===== src/rtl/qspi_flash_responder.sv =====
// Quad-I/O (0xEB) flash target: decodes command/address/mode/dummy phases and
// streams bytes from a byte-wide backing memory back to the initiator as nibbles.
module qspi_flash_responder #(
    parameter int         ADDR_W       = 24,
    parameter logic [7:0] CMD_QIOR     = 8'hEB,
    parameter int         DUMMY_CYCLES = 4
) (
    input  logic              clk,
    input  logic              rst,
    input  logic              sck_i,
    input  logic              ce_n_i,
    input  logic [3:0]        io_i,
    output logic [3:0]        io_o,
    output logic              io_oe,
    output logic              mem_rd,
    output logic [ADDR_W-1:0] mem_addr,
    input  logic [7:0]        mem_rdata,
    output logic              xip_mode
);

    localparam int BC_W     = 8;
    localparam int ADDR_NIB = ADDR_W / 4;

    typedef enum logic [2:0] {
        S_IDLE,
        S_CMD,
        S_ADDR,
        S_MODE,
        S_DUMMY,
        S_DATA,
        S_IGNORE
    } state_t;

    state_t              r_state;
    state_t              w_state_nxt;
    logic [BC_W-1:0]     r_bc;
    logic                r_ce_q;
    logic [6:0]          r_cmd;
    logic [ADDR_W-5:0]   r_addr;
    logic [1:0]          r_mode;
    logic [7:0]          r_buf;
    logic                r_fetch_q;

    logic                w_bit;
    logic                w_abort;
    logic [7:0]          w_cmd_nxt;
    logic [ADDR_W-1:0]   w_addr_nxt;
    logic [7:0]          w_next_byte;
    logic                w_cmd_last;
    logic                w_addr_last;
    logic                w_mode_last;
    logic                w_dummy_last;

    assign w_bit        = !ce_n_i && sck_i;
    assign w_abort      = ce_n_i && (r_state != S_IDLE);
    assign w_cmd_nxt    = {r_cmd, io_i[0]};
    assign w_addr_nxt   = {r_addr, io_i};
    // A fetch landing this very cycle is newer than the buffer contents.
    assign w_next_byte  = r_fetch_q ? mem_rdata : r_buf;
    assign w_cmd_last   = (r_bc == BC_W'(7));
    assign w_addr_last  = (r_bc == BC_W'(ADDR_NIB - 1));
    assign w_mode_last  = (r_bc == BC_W'(1));
    assign w_dummy_last = (r_bc == BC_W'(DUMMY_CYCLES - 1));

    always_ff @(posedge clk or posedge rst) begin
        if (rst) begin
            r_state <= S_IDLE;
        end else begin
            r_state <= w_state_nxt;
        end
    end

    always_comb begin
        w_state_nxt = r_state;
        if (ce_n_i) begin
            w_state_nxt = S_IDLE;
        end else begin
            case (r_state)
                S_IDLE: begin
                    if (r_ce_q) w_state_nxt = xip_mode ? S_ADDR : S_CMD;
                end
                S_CMD: begin
                    if (w_bit && w_cmd_last)
                        w_state_nxt = (w_cmd_nxt == CMD_QIOR) ? S_ADDR : S_IGNORE;
                end
                S_ADDR: begin
                    if (w_bit && w_addr_last) w_state_nxt = S_MODE;
                end
                S_MODE: begin
                    if (w_bit && w_mode_last) w_state_nxt = S_DUMMY;
                end
                S_DUMMY: begin
                    if (w_bit && w_dummy_last) w_state_nxt = S_DATA;
                end
                S_DATA:   w_state_nxt = S_DATA;
                S_IGNORE: w_state_nxt = S_IGNORE;
                default:  w_state_nxt = S_IDLE;
            endcase
        end
    end

    always_ff @(posedge clk or posedge rst) begin
        if (rst) begin
            r_ce_q    <= 1'b1;
            r_bc      <= '0;
            r_cmd     <= '0;
            r_addr    <= '0;
            r_mode    <= '0;
            r_buf     <= '0;
            r_fetch_q <= 1'b0;
            io_o      <= '0;
            io_oe     <= 1'b0;
            mem_rd    <= 1'b0;
            mem_addr  <= '0;
            xip_mode  <= 1'b0;
        end else begin
            r_ce_q    <= ce_n_i;
            mem_rd    <= 1'b0;
            r_fetch_q <= mem_rd;
            if (r_fetch_q) r_buf <= mem_rdata;

            if (w_state_nxt != r_state) begin
                r_bc <= '0;
            end else if (w_bit) begin
                r_bc <= r_bc + BC_W'(1);
            end

            // Abort takes precedence over a bit-time in the same cycle and drops any in-flight fetch.
            if (w_abort) begin
                io_o      <= '0;
                io_oe     <= 1'b0;
                r_fetch_q <= 1'b0;
            end else if (w_bit) begin
                case (r_state)
                    S_CMD: r_cmd <= w_cmd_nxt[6:0];
                    S_ADDR: begin
                        r_addr <= w_addr_nxt[ADDR_W-5:0];
                        if (w_addr_last) begin
                            mem_rd   <= 1'b1;
                            mem_addr <= w_addr_nxt;
                        end
                    end
                    S_MODE: begin
                        r_mode <= io_i[1:0];
                        if (w_mode_last) xip_mode <= (r_mode == 2'b10);
                    end
                    S_DUMMY: begin
                        if (w_dummy_last) begin
                            io_o  <= w_next_byte[7:4];
                            io_oe <= 1'b1;
                        end
                    end
                    S_DATA: begin
                        if (!r_bc[0]) begin
                            io_o <= w_next_byte[3:0];
                        end else begin
                            mem_addr <= mem_addr + ADDR_W'(1);
                            mem_rd   <= 1'b1;
                        end
                    end
                    default: ;
                endcase
            end else if (r_state == S_DATA && r_fetch_q) begin
                io_o <= mem_rdata[7:4];
            end
        end
    end

endmodule


===== config.mk =====
export PLATFORM = sky130hd
export DESIGN_NAME = qspi_flash_responder
export DESIGN_NICKNAME = d
export VERILOG_FILES = /design/src/rtl/qspi_flash_responder.sv
export SDC_FILE = /design/constraint.sdc
export NUM_CORES = 1
export LEC_CHECK = 0
export ABC_CLOCK_PERIOD_IN_PS = 2840
export CAP_MARGIN = 20
export CORE_ASPECT_RATIO = 0.75
export CORE_MARGIN = 2
export CORE_UTILIZATION = 50
export CTS_CLUSTER_SIZE = 14
export DETAILED_ROUTE_END_ITERATION = 6
export PLACE_DENSITY = 0.72
export SLEW_MARGIN = 10
export SYNTH_ARGS = -nofsm -noshare
export SYNTH_HDL_FRONTEND = slang
export SYNTH_SLANG_ARGS = --single-unit

===== constraint.sdc =====
create_clock -name clk -period 2.84 [get_ports clk]
set_input_delay 0.426 -clock clk [delete_from_list [all_inputs] [get_ports clk]]
set_output_delay 0.426 -clock clk [all_outputs]
set_load 0.005 [all_outputs]

==> flow_summary.json, run 1 <==
{
  "leakage_nw": 2.07,
  "slowest_delay_ps": 490,
  "wire_per_inst_um": 16.3,
  "worstReg2RegStart": "r_bc[3]$_DFFE_PP0P_",
  "routabilityCongestion": 0.866,
  "port_buffers": 46,
  "drive_above_1_share_pct": 16.1,
  "clk_pin_slew_ps": 80,
  "timing.final.crit_period_ps": 2490,
  "drc": 0,
  "coreArea_um2": 7920,
  "hpwl_mm": 6.49,
  "cts_hold_buffers": 0,
  "avgSynthCellArea_um2": 10.0,
  "syn_to_final_growth_pct": 18.5,
  "dp_cells": 550,
  "root_buffer": "clkbuf_8",
  "cts_setup_buffers": 0,
  "die_y_um": 82.5,
  "fin_nets": 475,
  "hold_path.class": "primary input to asynchronous set/reset pin",
  "ys_types": 56,
  "viasPerCell": 5.87,
  "relSlewSlack_pct": 52.0,
  "synth_ff_type": "dfrtp_1",
  "holdWs_ps": 473,
  "arrival_ps": 2750,
  "synthTopCellsByCount": "dfrtp_1 (80), mux2_2 (42), nand2_1 (41), a21oi_1 (39), o21ai_0 (33)",
  "cts_resized": 0,
  "status": "completed",
  "worstReg2RegEnd": "mem_addr[13]$_DFFE_PP0P_",
  "synth.ff_latch_count": 81,
  "setup_tns_ps": 0,
  "synthXorXnorAreaFrac_pct": 1.49,
  "finalHoldViolations": 0,
  "dr_total_vias": 3325,
  "track_usage_pct": 22.2,
  "ys_warn_count": 0,
  "drtAntennaViolNets": 0,
  "path_cells": "or3_1 > or3_1 > o41a_1 > inv_2 > buf_12 > a21oi_1 > a21oi_1",
  "skew_ps": 15.4,
  "cp-endpoint": "mem_addr[13]$_DFFE_PP0P_",
  "grt_max_degree": 40,
  "initialDrtViolationCount": 194,
  "cp_max_fo": 27,
  "synthAdderAreaFrac_pct": 0.913,
  "final-max-slew-violation-count": 0,
  "tightest_slew_ps": 714,
  "async_flop_share_pct": 100,
  "ir_drop_mv": 0.238,
  "path_class": "flop to flop",
  "cts.sinks": 81,
  "overflow": 0,
  "setup_ws_ps": 348,
  "synth.most_common_cell": "dfrtp_1",
  "finalCritPeriodShare_pct": 87.8,
  "synth_edf_count": 0,
  "routed_wl_mm": 9.21,
  "rrSetupSlack_ps": 350,
  "netlist_area_um2": 4110,
  "ctsHtreeMaxLevel": 3,
  "fillers": 695,
  "ios": 47,
  "slowest_stage": "o41a_1",
  "clock.fmax_mhz": 401,
  "syn-num-nets": 428,
  "synth_compound_area_share_pct": 15.3,
  "cts_tree": "built",
  "drt_first_pass_iters": 5,
  "synthSimpleGateAreaFrac_pct": 16.5,
  "num_antenna_cells": 0,
  "die_w_um": 109,
  "start_kind": "flop",
  "end_kind": "flop",
  "post-place-ws_ps": 351,
  "synthTopCellsByArea": "dfrtp_1 (49%), mux2_2 (12%), a21oi_1 (4.7%)",
  "insertion_delay_ps": 350,
  "synthCells": 409,
  "required_ps": 3100,
  "grt_pass1_wl_mm": 15.3,
  "yosysSeqAreaShare_pct": 49.3,
  "die_area_um2": 8970,
  "drv_cap": 0,
  "fin_cells": 566,
  "cts_buffers": 9,
  "setup_viol": 0,
  "antenna_found_initial": 0,
  "cts_buffer_depth": 2,
  "synth_top_area_cell": "dfrtp_1",
  "reg2reg_depth": 7,
  "worstSetupStartpoint": "r_bc[3]$_DFFE_PP0P_",
  "synth_top_family_by_area": "simple AND/OR/NAND/NOR gates",
  "rows": 28,
  "rsz0062_at_grt": "false",
  "initial_core_util_pct": 51.9,
  "synth.top_cell.area_share_pct": 48.7,
  "first_global_vias": 3110,
  "power_density_nw_per_um2": 464,
  "synth_mux_area_share_pct": 13.0
}
critical path: cells and delay by family, from the launching register on:
family	cells	cell delay, ps
AO/OA/AOI/OAI	3	710
buffers and inverters	2	420
flip-flops	1	430
AND/OR/NAND/NOR	2	830
power breakdown:
part | switching (W) | internal (W) | leakage (nW)
clock network | 0.000403 | 0.000315 | 0.0753
registers | 0.0000649 | 0.00123 | 1.10
logic | 0.000105 | 0.000147 | 0.902
total | 0.000572 | 0.00169 | 2.07
how the worst min path moves through the flow:
stage                               to  depth (start not counted)  slack (ps)
6_report       mem_addr[5]$_DFFE_PP0P_                          2         470
5_1_grt             r_buf[7]$_DFF_PP0_                          1         510
4_1_cts        mem_addr[5]$_DFFE_PP0P_                          2         480
3_5_place_dp        r_buf[7]$_DFF_PP0_                          1         490
3_3_place_gp        r_buf[4]$_DFF_PP0_                          1         480
2_1_floorplan         r_ce_q$_DFF_PP1_                          0         430
area by class of cell:
cell class / count / area, µm² / area share, %
flip-flops and latches: 81 / 2030 / 41.6
multi-input cells: 298 / 1940 / 39.8
well taps: 105 / 131 / 2.70
clock buffers: 11 / 131 / 2.70
repair buffers: 58 / 576 / 11.8
inverters: 8 / 31.3 / 0.642
clock inverters: 5 / 32.5 / 0.668
layout by cell type (no fill, tap or decap), types with 4 or more instances in the layout:
| cell | netlist | routed |
|---|---|---|
| buf_4 | 2 | 10 |
| o22ai_1 | 5 | 5 |
| or3_1 | 4 | 4 |
| a21oi_1 | 39 | 39 |
| xor2_1 | 4 | 4 |
| nand4_1 | 14 | 14 |
| nor2_1 | 23 | 23 |
| nand3_1 | 14 | 14 |
| clkbuf_8 | 0 | 9 |
| clkdlybuf4s50_1 | 0 | 46 |
| nor3_1 | 7 | 7 |
| nand2_1 | 41 | 41 |
| dfrtp_1 | 80 | 80 |
| inv_1 | 7 | 6 |
| mux2_2 | 42 | 42 |
| a31oi_1 | 5 | 5 |
| and2_1 | 4 | 4 |
| o21ai_0 | 33 | 33 |
| mux2i_1 | 6 | 6 |
| nand2b_1 | 4 | 4 |
| nor2b_1 | 4 | 4 |
metal layers:
metal  global-route usage, %  wire length [µm]
met4                    5.64                89
met5                       0                 0
met2                    32.9              4000
met3                    6.12               573
met1                    32.3              4540
per-stage QoR:
step | utilization [%] | total power, W | instance area (µm²)
6_report | 61.5 | 0.00226 | 4870
3_3_place_gp | 59.4 | 0.00155 | 4710
5_1_grt | 61.5 | 0.00238 | 4870
4_1_cts | 61.5 | 0.00229 | 4870
3_5_place_dp | 59.4 | 0.00157 | 4710
2_1_floorplan | - | 0.00144 | 4110
state kept, by name, indices dropped and copies added (netlist names), 2 cells and up:
register,count
r_bc,8
mem_addr,24
r_addr,20
r_mode,2
r_cmd,7
io_o,4
r_state,3
r_buf,8
cells by family (layout without fill, tap and decap cells):
kind of cell,Yosys count,in the layout
and+or+nand+nor,133,133
buffers and inverters,30,82
DFF,81,81
muxes,48,48
xor gates and xnor gates,7,7
AOI/OAI and AO/OA,107,107
adders and majority gates,3,3
Power figures use the tool's default switching activity.
==> inputs of run 2 (changes only) <==
CAP_MARGIN = not set   (was 20)
CTS_BUF_LIST = sky130_fd_sc_hd__clkbuf_8 sky130_fd_sc_hd__clkbuf_16   (was not set)
==> flow_summary.json, run 2 (synthesis results as in run 1) <==
{
  "cts_setup_buffers": 0,
  "grt_max_degree": 40,
  "status": "completed",
  "cts_hold_buffers": 0,
  "finalCritPeriodShare_pct": 87.6,
  "cp_max_fo": 27,
  "path_cells": "or3_1 > or3_1 > o41a_1 > inv_2 > buf_12 > a21oi_1 > a21oi_1",
  "use_met3_pct": 6.12,
  "first_global_vias": 3110,
  "ios": 47,
  "wire_per_inst_um": 16.3,
  "leakage_nw": 2.08,
  "path_class": "flop to flop",
  "track_usage_pct": 22.2,
  "required_ps": 3100,
  "viasPerCell": 5.83,
  "crit_buf_inv": 2,
  "power_frac_comb_pct": 11.1,
  "clkPwrFrac_pct": 31.7,
  "insertion_delay_ps": 350,
  "slowest_delay_ps": 490,
  "drive_above_1_share_pct": 16.1,
  "ctsHtreeMaxLevel": 3,
  "cp_top_family": "simple AND/OR/NAND/NOR gates",
  "fin_nets": 475,
  "final-max-slew-violation-count": 0,
  "reg2reg_depth": 7,
  "routed_wl_mm": 9.21,
  "syn_to_final_growth_pct": 18.5,
  "rsz0062_at_grt": "false",
  "hold_path.class": "primary input to asynchronous set/reset pin",
  "fillers": 695,
  "cts_resized": 0,
  "multi_input_area_um2": 1940,
  "tightest_slew_ps": 727,
  "timing.final.crit_period_ps": 2490,
  "coreArea_um2": 7920,
  "dr_total_vias": 3300,
  "rows": 28,
  "arrival_ps": 2750,
  "skew_ps": 16.2,
  "worstReg2RegEnd": "mem_addr[13]$_DFFE_PP0P_",
  "overflow": 0,
  "largest_reg_flops": 24,
  "worstReg2RegStart": "r_bc[3]$_DFFE_PP0P_",
  "internal_power_w": 0.00168,
  "top_regs": "mem_addr: 24 flops, r_addr: 20 flops",
  "setup_viol": 0,
  "grtUsageMet1_pct": 32.3,
  "post-place-ws_ps": 351,
  "die_area_um2": 8970,
  "setup_ws_ps": 351,
  "drc": 0,
  "die_w_um": 109,
  "slowest_stage": "o41a_1",
  "busiest_layer": "met2",
  "clock.fmax_mhz": 402,
  "power_density_nw_per_um2": 464,
  "grt_pass1_wl_mm": 15.3,
  "initialDrtViolationCount": 193,
  "cts_tree": "built",
  "relSlewSlack_pct": 51.1,
  "largest_register": "mem_addr",
  "drtAntennaViolNets": 0,
  "finalHoldViolations": 0,
  "clk_pin_slew_ps": 80,
  "rrSetupSlack_ps": 350,
  "netSwitchingPower_w": 0.000577,
  "cts.sinks": 81,
  "p_sw_share_pct": 25.5,
  "port_buffers": 46,
  "initial_core_util_pct": 51.9,
  "start_kind": "flop",
  "p_seq_share_pct": 57.2,
  "end_kind": "flop",
  "routabilityCongestion": 0.866,
  "hpwl_mm": 6.49,
  "cts_buffers": 9,
  "setup_tns_ps": 0,
  "seqCellArea_um2": 2030,
  "num_antenna_cells": 0,
  "antenna_found_initial": 0,
  "root_buffer": "clkbuf_8",
  "grtUsageMet2_pct": 32.9,
  "ir_drop_mv": 0.238,
  "mostFrequentLayoutCells": "dfrtp_1 (80), clkdlybuf4s50_1 (46), mux2_2 (42)",
  "drt_first_pass_iters": 4,
  "cts_buffer_depth": 2,
  "die_y_um": 82.5,
  "drv_cap": 0,
  "final_common_cell": "dfrtp_1"
}
## run 2: per-layer routing
metal,part of all wire [%],vias to the layer above
met1,49,1594
met5,0,-
met4,1.0,0
met3,6.3,8
met2,43,94
li1,-,1604
## run 2: how the worst max path moves through the flow
stage | start | to | slack, ps | cells after the start
floorplan | rst | io_o[0]$_DFFE_PP0P_ | 340 | 1
global placement | ce_n_i | io_o[1]$_DFFE_PP0P_ | 400 | 5
detailed placement | ce_n_i | mem_addr[13]$_DFFE_PP0P_ | 350 | 8
CTS | r_bc[3]$_DFFE_PP0P_ | mem_addr[13]$_DFFE_PP0P_ | 340 | 7
global route | r_bc[3]$_DFFE_PP0P_ | mem_addr[15]$_DFFE_PP0P_ | 190 | 7
finish | r_bc[3]$_DFFE_PP0P_ | mem_addr[13]$_DFFE_PP0P_ | 350 | 7
## run 2: per-stage QoR
stage	std cells	hold WS (ps)	instance area [µm²]	power (W)	util (%)
CTS	566	483	4870	0.00228	61.5
global placement	550	478	4710	0.00155	59.4
floorplan	409	430	4110	0.00144	-
global route	566	514	4870	0.00237	61.5
finish	566	469	4870	0.00226	61.5
detailed placement	550	486	4710	0.00157	59.4
## run 2: power by group through the flow
stage / combinational [W] / sequential [W] / clock [W]
after floorplan: 0.000144 / 0.00129 / 0
after global placement: 0.000247 / 0.00131 / 0
after detailed placement: 0.000255 / 0.00131 / 0
after CTS: 0.000257 / 0.00129 / 0.000736
after global routing: 0.000283 / 0.00130 / 0.000791
final: 0.000251 / 0.00129 / 0.000715
## run 2: final cells by class
cell class | count | share of cell area [%]
clock inverters | 7 | 0.822
repair buffers | 58 | 11.8
clock buffers | 9 | 2.54
well taps | 105 | 2.70
inverters | 8 | 0.642
multi-input cells | 298 | 39.8
flip-flops and latches | 81 | 41.6
